File: config.mk
export PLATFORM = sky130hd
export DESIGN_NAME = bcd_serial_add_ctrl_flat
export DESIGN_NICKNAME = d
export VERILOG_FILES = /design/src/rtl/bcd_serial_add_ctrl_if.sv /design/src/rtl/bcd_serial_add_ctrl.sv /design/src/flat_wrapper.sv
export SDC_FILE = /design/constraint.sdc
export NUM_CORES = 1
export LEC_CHECK = 0
export ABC_AREA = 1
export CORE_ASPECT_RATIO = 0.75
export CORE_MARGIN = 2
export CORE_UTILIZATION = 50
export DETAILED_ROUTE_END_ITERATION = 10
export PLACE_DENSITY = 0.79
export SLEW_MARGIN = 10
export SYNTH_ARGS = -nofsm -noshare
export SYNTH_HDL_FRONTEND = slang
export SYNTH_SLANG_ARGS = --single-unit
File: constraint.sdc
create_clock -name i_clk -period 3.8 [get_ports i_clk]
set_input_delay 0.76 -clock i_clk [delete_from_list [all_inputs] [get_ports i_clk]]
set_output_delay 0.76 -clock i_clk [all_outputs]
set_load 0.005 [all_outputs]
File: src/rtl/bcd_serial_add_ctrl_if.sv
// Operand/result handshake bundle for the serial BCD adder controller.
// Carries the valid/ready operand side and the valid/ready result side.
interface bcd_serial_add_ctrl_if #(
   parameter int W = 3
);
   logic             in_valid;
   logic             in_ready;
   logic [4*W-1:0]   x;
   logic [4*W-1:0]   y;
   logic             acc;
   logic             out_valid;
   logic             out_ready;
   logic [4*W+3:0]   z;
   logic             err;

   modport master (
      output in_valid, x, y, acc, out_ready,
      input  in_ready, out_valid, z, err
   );

   modport slave (
      input  in_valid, x, y, acc, out_ready,
      output in_ready, out_valid, z, err
   );
endinterface

File: src/rtl/bcd_serial_add_ctrl.sv
// Serial packed-BCD adder: one shared digit cell, LSD first, W clocks accept-to-result.
// in_ready only in IDLE, result held in DONE until out_ready; both decoded from state.
module bcd_serial_add_ctrl #(
   parameter int W = 3
) (
   input  logic                  i_clk,
   input  logic                  i_rst_n,
   bcd_serial_add_ctrl_if.slave  bus
);
   localparam int KW = (W > 1) ? $clog2(W) : 1;
   localparam logic [KW-1:0] LAST = KW'(W - 1);

   typedef enum logic [1:0] {IDLE, RUN, DONE} state_t;

   state_t          r_state;
   state_t          w_next;
   logic [4*W-1:0]  r_x;
   logic [4*W-1:0]  r_y;
   logic [4*W+3:0]  r_z;
   logic            r_err;
   logic            r_c;
   logic [KW-1:0]   r_k;

   logic            w_accept;
   logic            w_last;
   logic [4*W-1:0]  w_cap_x;
   logic            w_cap_err;
   logic [3:0]      w_xk;
   logic [3:0]      w_yk;
   logic [4:0]      w_s;
   logic            w_cor;
   logic [3:0]      w_zk;

   always_ff @(posedge i_clk or negedge i_rst_n) begin
      if (!i_rst_n) r_state <= IDLE;
      else          r_state <= w_next;
   end

   always_comb begin
      w_next        = r_state;
      w_accept      = 1'b0;
      bus.in_ready  = 1'b0;
      bus.out_valid = 1'b0;
      case (r_state)
         IDLE: begin
            bus.in_ready = 1'b1;
            if (bus.in_valid) begin
               w_accept = 1'b1;
               w_next   = RUN;
            end
         end
         RUN: begin
            if (w_last) w_next = DONE;
         end
         DONE: begin
            bus.out_valid = 1'b1;
            if (bus.out_ready) w_next = IDLE;
         end
         default: w_next = IDLE;
      endcase
   end

   // In accumulate mode the running total's carry digit is dropped.
   assign w_cap_x = bus.acc ? r_z[4*W-1:0] : bus.x;

   always_comb begin
      w_cap_err = 1'b0;
      for (int i = 0; i < W; i++) begin
         w_cap_err = w_cap_err | (w_cap_x[4*i +: 4] > 4'd9) | (bus.y[4*i +: 4] > 4'd9);
      end
   end

   assign w_last = (r_k == LAST);
   assign w_xk   = r_x[4*r_k +: 4];
   assign w_yk   = r_y[4*r_k +: 4];
   assign w_s    = {1'b0, w_xk} + {1'b0, w_yk} + {4'b0000, r_c};
   assign w_cor  = w_s[4] | (w_s[3] & w_s[2]) | (w_s[3] & w_s[1]);
   assign w_zk   = w_s[3:0] + (w_cor ? 4'd6 : 4'd0);

   always_ff @(posedge i_clk or negedge i_rst_n) begin
      if (!i_rst_n) begin
         r_x   <= '0;
         r_y   <= '0;
         r_z   <= '0;
         r_err <= 1'b0;
         r_c   <= 1'b0;
         r_k   <= '0;
      end else begin
         case (r_state)
            IDLE: begin
               if (w_accept) begin
                  r_x   <= w_cap_x;
                  r_y   <= bus.y;
                  r_err <= w_cap_err;
                  r_c   <= 1'b0;
                  r_k   <= '0;
               end
            end
            RUN: begin
               r_z[4*r_k +: 4] <= w_zk;
               r_c             <= w_cor;
               r_k             <= r_k + KW'(1);
               if (w_last) r_z[4*W +: 4] <= {3'b000, w_cor};
            end
            default: begin
            end
         endcase
      end
   end

   assign bus.z   = r_z;
   assign bus.err = r_err;
endmodule

File: src/flat_wrapper.sv
// flat-port wrapper written by rule: the top's interface ports become plain ports
module bcd_serial_add_ctrl_flat 
#(
   parameter int W = 3
)
  (i_clk, i_rst_n, bus_in_valid, bus_x, bus_y, bus_acc, bus_out_ready, bus_in_ready, bus_out_valid, bus_z, bus_err);
  bcd_serial_add_ctrl_if #(.W(W)) bus_i ();
  input  logic i_clk;
  input  logic i_rst_n;
  input wire logic [$bits(bus_i.in_valid)-1:0] bus_in_valid;
  input wire logic [$bits(bus_i.x)-1:0] bus_x;
  input wire logic [$bits(bus_i.y)-1:0] bus_y;
  input wire logic [$bits(bus_i.acc)-1:0] bus_acc;
  input wire logic [$bits(bus_i.out_ready)-1:0] bus_out_ready;
  output wire logic [$bits(bus_i.in_ready)-1:0] bus_in_ready;
  output wire logic [$bits(bus_i.out_valid)-1:0] bus_out_valid;
  output wire logic [$bits(bus_i.z)-1:0] bus_z;
  output wire logic [$bits(bus_i.err)-1:0] bus_err;
  assign bus_i.in_valid = bus_in_valid;
  assign bus_i.x = bus_x;
  assign bus_i.y = bus_y;
  assign bus_i.acc = bus_acc;
  assign bus_i.out_ready = bus_out_ready;
  assign bus_in_ready = bus_i.in_ready;
  assign bus_out_valid = bus_i.out_valid;
  assign bus_z = bus_i.z;
  assign bus_err = bus_i.err;
  bcd_serial_add_ctrl #(.W(W)) u_core (.i_clk(i_clk), .i_rst_n(i_rst_n), .bus(bus_i));
endmodule
==> flow_metrics.py, run 1 <==
metrics = {
    "sta": {
        "slew_violations": 0,
        "fin_hold_ws_ns": 0.491,
        "slew_headroom": 0.330,
        "tns_ns": 0,
        "max_freq_mhz": 290,
        "finalHoldViolations": 0,
        "rsz0062_at_grt": "false",
        "period_share": 0.908,
        "fin_ws_ns": 0.350,
        "fin_worst_skew_ns": 0.00901,
        "setup_viol": 0,
        "tightest_slew_ns": 1.01,
        "post-route-min-period_ns": 3.45,
    },
    "clock_tree": {
        "post_cts_buffers": 0,
        "cts_tree": "yes",
        "cts_resized": 0,
        "clock_path_buffers": 2,
        "htreeDepth": 2,
        "clk_latency_ns": 0.30,
        "path_clk_slew_ns": 0.10,
        "cts_root_buffer": "clkbuf_8",
        "cts_buffers": 5,
        "cts_sinks": 46,
        "cts_hold_repair.buffers": 0,
    },
    "min_path": {
        "hp-start": "u_core.bus.z[15]",
        "hold_path_class": "register to register",
    },
    "routing": {
        "drt-initial-drc-count": 182,
        "vias_per_cell": 5.27,
        "wl_um": 6300,
        "wire_per_inst_um": 14.8,
        "drc_errors": 0,
        "vias": 2238,
        "first_pass_iters": 5,
        "drtAntennaViolNets": 0,
    },
    "logic_synthesis": {
        "syn_nets": 359,
        "ys_warn_count": 0,
        "yosys.area.top_type_share": 0.453,
        "netlist_area_um2": 2540,
        "ys_types": 29,
        "yosysSeqAreaShare": 0.453,
        "synth_area_leaders": "dfrtp_1 45%, nand2_1 11%, o21ai_0 7.5%",
        "synth_top_area_cell": "dfrtp_1",
        "synthCells": 317,
        "synth.avg_cell_area_um2": 8.02,
        "synth-seq-cells": 46,
    },
    "setup_path": {
        "crit_arrival_ns": 3.67,
        "critPathKind": "register to register",
        "worstSetupStartpoint": "u_core.r_k[0]",
        "worstReg2RegEnd": "u_core.bus.z[14]",
        "end_kind": "register",
        "worstPathRequired_ns": 4.02,
        "r2r_start": "u_core.r_k[0]",
        "critical_path.startpoint_type": "register",
        "critical_path.max_fanout": 10,
        "r2r_setup_slack_ns": 0.35,
        "crit_end": "u_core.bus.z[14]",
        "rr_worst_depth": 16,
    },
    "run": {
        "drv_cap": 0,
    },
    "floorplanning": {
        "design.core.area_um2": 4900,
        "die_height_um": 65.7,
        "row_count": 22,
        "start_util": 0.519,
        "die_w_um": 86.3,
        "dieArea_um2": 5670,
        "ios": 48,
    },
    "cells_and_area": {
        "post_route_cells_drive_above_1_share": 0.0822,
        "diodes": 0,
        "final_area_um2": 3140,
        "nNetsFinal": 406,
        "area_growth_pct": 23.7,
    },
    "power_and_ir_drop": {
        "ir_worst_vdd_mv": 0.482,
        "finalPower_mw": 3.37,
        "power_density_nw_per_um2": 1070,
        "p_leak_nw": 1.50,
    },
    "global_route": {
        "antenna_found_initial": 0,
        "met1_usage": 0.355,
        "top_usage_layer": "met2",
        "grt.total_usage": 0.243,
        "met3_usage": 0.0578,
        "use_met2": 0.371,
        "grt_max_degree": 47,
        "grt_pass1_vias": 2252,
        "grt_pass1_wl_um": 10600,
        "grt-ovfl-total": 0,
    },
    "status": {
        "status": "finished clean",
    },
    "place": {
        "placed_area_um2": 3030,
        "dp_hpwl_um": 4780,
        "gp_congestion": 0.913,
        "io_buffer_count": 47,
        "pre_cts_slack_ns": 0.0496,
    },
}
==> cell usage in the layout, fill, tap and decap left out, types with 2 or more instances in the layout <==
cell type,n
o22ai_1,8
dfrtp_1,44
buf_4,3
inv_1,47
o211ai_1,2
clkdlybuf4s50_1,46
or2_2,2
clkinvlp_4,2
ha_1,10
a21oi_2,4
or2_0,2
nand3_1,15
clkbuf_8,5
fa_1,2
nor2_4,2
inv_2,2
o21ai_0,36
nand2_1,75
dfrtp_2,2
a21oi_1,11
a32oi_1,2
o21ai_1,6
nor2_1,26
nor3_2,2
==> sequential cells by signal (all words and copies together) (netlist names) <==
register,flops
u_core.r_k,2
u_core.bus.err,1
u_core.r_state,2
u_core.r_y,12
u_core.r_c,1
u_core.bus.z,16
u_core.r_x,12
==> synth_stat cells (all sizes together) <==
cell type,number
nand2,75
inv,49
dfrtp,46
o21ai,42
nor2,29
a21oi,15
nand3,15
ha,10
buf,9
o22ai,8
or2,4
fa,3
a32oi,2
nor3,2
o211ai,2
a22o,1
clkbuf,1
nand3b,1
nand4,1
o31ai,1
xor2,1
==> where the power goes <==
group | internal (mW) | switching [mW]
Combinational | 0.864 | 1.33
Clock | 0.132 | 0.182
Sequential | 0.709 | 0.152
Total | 1.71 | 1.67
==> kinds of logic (layout without fill, tap and decap cells) <==
group | after synthesis | count (layout) | share of synthesized area
simple gates | 127 | 127 | 0.213
compound gates | 71 | 71 | 0.157
buf+inv | 59 | 107 | 0.101
flops | 46 | 46 | 0.453
fa+ha+maj | 13 | 13 | 0.0729
xor+xnor | 1 | 1 | 0.00345
==> area by class of cell <==
class                           count  area, µm²
Multi-Input combinational cell    212       1150
Clock inverter                      3       23.8
Sequential cell                    46       1150
Clock buffer                        5       68.8
Tap cell                           60       75.1
Timing Repair Buffer               50        488
Fill cell                         444       1760
Inverter                           49        184
==> through the flow <==
step,util,std cells
CTS,0.638,425
global placement,0.619,417
global route,0.642,425
finish,0.642,425
floorplan,-,317
detailed placement,0.619,417
==> metal layers <==
metal	share of wire	vias up
met5	0	-
met4	0.0062	0
met3	0.084	5
met2	0.44	80
met1	0.47	1043
li1	-	1110
==> critical path, cell delays in order, from the launching register on <==
cell	delay (ns)
dfrtp_2	0.47
inv_1	0.24
nor2_1	0.07
o21ai_1	0.20
fa_2	0.26
inv_1	0.06
fa_1	0.42
xor2_2	0.23
nand2_1	0.07
nand3_1	0.07
nand2_1	0.09
ha_1	0.19
inv_1	0.07
fa_1	0.45
nor2_1	0.17
nand2_1	0.10
o21ai_0	0.19
==> worst min-delay path by stage <==
stage	cells past startpoint	end
after floorplan	2	u_core.r_x[1]
after global placement	2	u_core.r_x[5]
after detailed placement	2	u_core.r_x[7]
after CTS	2	u_core.r_x[7]
after global routing	2	u_core.r_x[7]
final	2	u_core.bus.z[15]
(Power assumes the default switching activity.)
==> run 2, diff against run 1 <==
--- a/config.mk
+++ b/config.mk
@@ -6,11 +6,12 @@
 export NUM_CORES = 1
 export LEC_CHECK = 0
 export ABC_AREA = 1
+export CAP_MARGIN = 20
 export CORE_ASPECT_RATIO = 0.75
 export CORE_MARGIN = 2
 export CORE_UTILIZATION = 50
 export DETAILED_ROUTE_END_ITERATION = 10
-export PLACE_DENSITY = 0.79
+export PLACE_DENSITY = 0.81
 export SLEW_MARGIN = 10
 export SYNTH_ARGS = -nofsm -noshare
 export SYNTH_HDL_FRONTEND = slang
==> run 2 against run 1 <==
Compared with the run above:
- setup slack got worse by 0.13 ns
- non-clock buffer count grew 2
- via count grew 2.5%
- sequential power shrank 0.7%
- utilization is 0.87 points higher
- combinational power hardly changed
- clock skew hardly changed
- register-to-register slack lost 0.13 ns
- global-route usage increased by 0.61 points
- sequential cell count unchanged
- wire length rose by 3.2%
- fmax shrank 3.5%
- largest power group unchanged
==> flow_metrics.py, run 2 (synthesis gave the netlist of run 1 again) <==
metrics = {
    "cells_and_area": {
        "area_growth_pct": 25.4,
        "final_cell_mix": "75 x nand2_1, 47 x inv_1, 46 x clkdlybuf4s50_1, 46 x dfrtp_1, 38 x o21ai_0",
        "largest_register_ff_count": 16,
        "diodes": 0,
        "nNetsFinal": 408,
        "final_area_um2": 3190,
        "post_route_cells_drive_above_1_share": 0.0790,
        "final_common_cell": "nand2_1",
    },
    "sta": {
        "fin_worst_skew_ns": 0.00946,
        "fin_ws_ns": 0.223,
        "setup_viol": 0,
        "rsz0062_at_grt": "false",
        "slew_violations": 0,
        "max_freq_mhz": 280,
        "post-route-min-period_ns": 3.58,
        "finalHoldViolations": 0,
        "tns_ns": 0,
        "period_share": 0.941,
        "tightest_slew_ns": 0.628,
        "slew_headroom": 0.581,
        "fin_hold_ws_ns": 0.312,
    },
    "min_path": {
        "hold_path_class": "input port to async pin",
    },
    "global_route": {
        "grt_max_degree": 47,
        "antenna_found_initial": 0,
        "grt.total_usage": 0.249,
        "grt_pass1_vias": 2213,
        "grt-ovfl-total": 0,
        "grt_pass1_wl_um": 10700,
    },
    "routing": {
        "drt-initial-drc-count": 249,
        "drc_errors": 0,
        "vias": 2293,
        "first_pass_iters": 5,
        "wl_um": 6500,
        "vias_per_cell": 5.37,
        "drtAntennaViolNets": 0,
        "wire_per_inst_um": 15.2,
    },
    "setup_path": {
        "worstSetupStartpoint": "u_core.r_k[1]",
        "crit_arrival_ns": 3.79,
        "worstReg2RegEnd": "u_core.bus.z[14]",
        "worstPathRequired_ns": 4.02,
        "rr_worst_depth": 17,
        "critical_path.max_fanout": 11,
        "end_kind": "register",
        "r2r_setup_slack_ns": 0.22,
        "crit_end": "u_core.bus.z[14]",
        "r2r_start": "u_core.r_k[1]",
        "critical_path.startpoint_type": "register",
        "critPathKind": "register to register",
    },
    "place": {
        "io_buffer_count": 47,
        "placed_area_um2": 3040,
        "gp_congestion": 0.847,
        "pre_cts_slack_ns": 0.0657,
        "dp_hpwl_um": 4830,
    },
    "floorplanning": {
        "row_count": 22,
        "die_height_um": 65.7,
        "dieArea_um2": 5670,
        "die_w_um": 86.3,
        "start_util": 0.519,
        "ios": 48,
        "design.core.area_um2": 4900,
    },
    "clock_tree": {
        "cts_sinks": 46,
        "cts_tree": "yes",
        "cts_root_buffer": "clkbuf_8",
        "htreeDepth": 2,
        "cts_buffers": 5,
        "post_cts_buffers": 0,
        "clock_path_buffers": 2,
        "clk_latency_ns": 0.30,
        "path_clk_slew_ns": 0.09,
    },
    "power_and_ir_drop": {
        "ir_worst_vdd_mv": 0.634,
        "p_leak_nw": 1.53,
        "power_density_nw_per_um2": 1060,
        "finalPower_mw": 3.39,
    },
    "run": {
        "drv_cap": 0,
    },
    "status": {
        "status": "finished clean",
    },
}
[run 2: routing by layer]
layer,global-route usage,wire length (µm)
met2,0.375,2810
met4,0.0645,89
met5,0,0
met3,0.0503,490
met1,0.367,3110
[run 2: repair_timing]
item,4_1_cts,5_1_grt
endpoints found under the hold margin,0,0
resized for setup,0,4
hold buffers,0,0
endpoints found under the setup margin,0,8
[run 2: critical path, stage by stage (launching register included)]
cell and delay [ns]:
dfrtp_1 0.48, inv_2 0.15, nor2_4 0.18, inv_1 0.08
o21ai_0 0.21, fa_1 0.27, inv_1 0.07, fa_1 0.42
xor2_2 0.24, nand2_1 0.08, nand3_1 0.07, nand2_1 0.09
ha_1 0.19, inv_1 0.06, fa_1 0.44, nor2_1 0.14
nand2_1 0.09, o21ai_0 0.21
[run 2: how the worst min path moves through the flow]
stage                    endpoint  cells after the start           from  slack, ns
finish              u_core.r_y[0]                      1        i_rst_n       0.31
floorplan           u_core.r_x[1]                      2  u_core.r_x[1]       0.44
CTS                 u_core.r_x[5]                      2  u_core.r_x[5]       0.48
global route        u_core.r_y[0]                      1        i_rst_n       0.31
detailed placement  u_core.r_x[5]                      2  u_core.r_x[5]       0.46
global placement    u_core.r_x[5]                      2  u_core.r_x[5]       0.46
[run 2: per-stage QoR]
step            util  instances
2_1_floorplan      -        317
3_3_place_gp   0.620        418
3_5_place_dp   0.620        418
4_1_cts        0.643        426
5_1_grt        0.650        427
6_report       0.650        427
[run 2: area by class of cell]
class,count,area (µm²)
inverters,49,184
fillers,421,1710
flip-flops and latches,46,1150
clock inverters,2,37.5
well taps,60,75.1
clock buffers,6,72.6
repair buffers,52,515
multi-input cells,212,1150
[run 2: power breakdown]
group	internal, mW	leakage [nW]	switching, mW	total [mW]
Sequential	0.708	0.590	0.147	0.855
Clock	0.196	0.0514	0.169	0.366
Combinational	0.854	0.888	1.31	2.17
Total	1.76	1.53	1.63	3.39
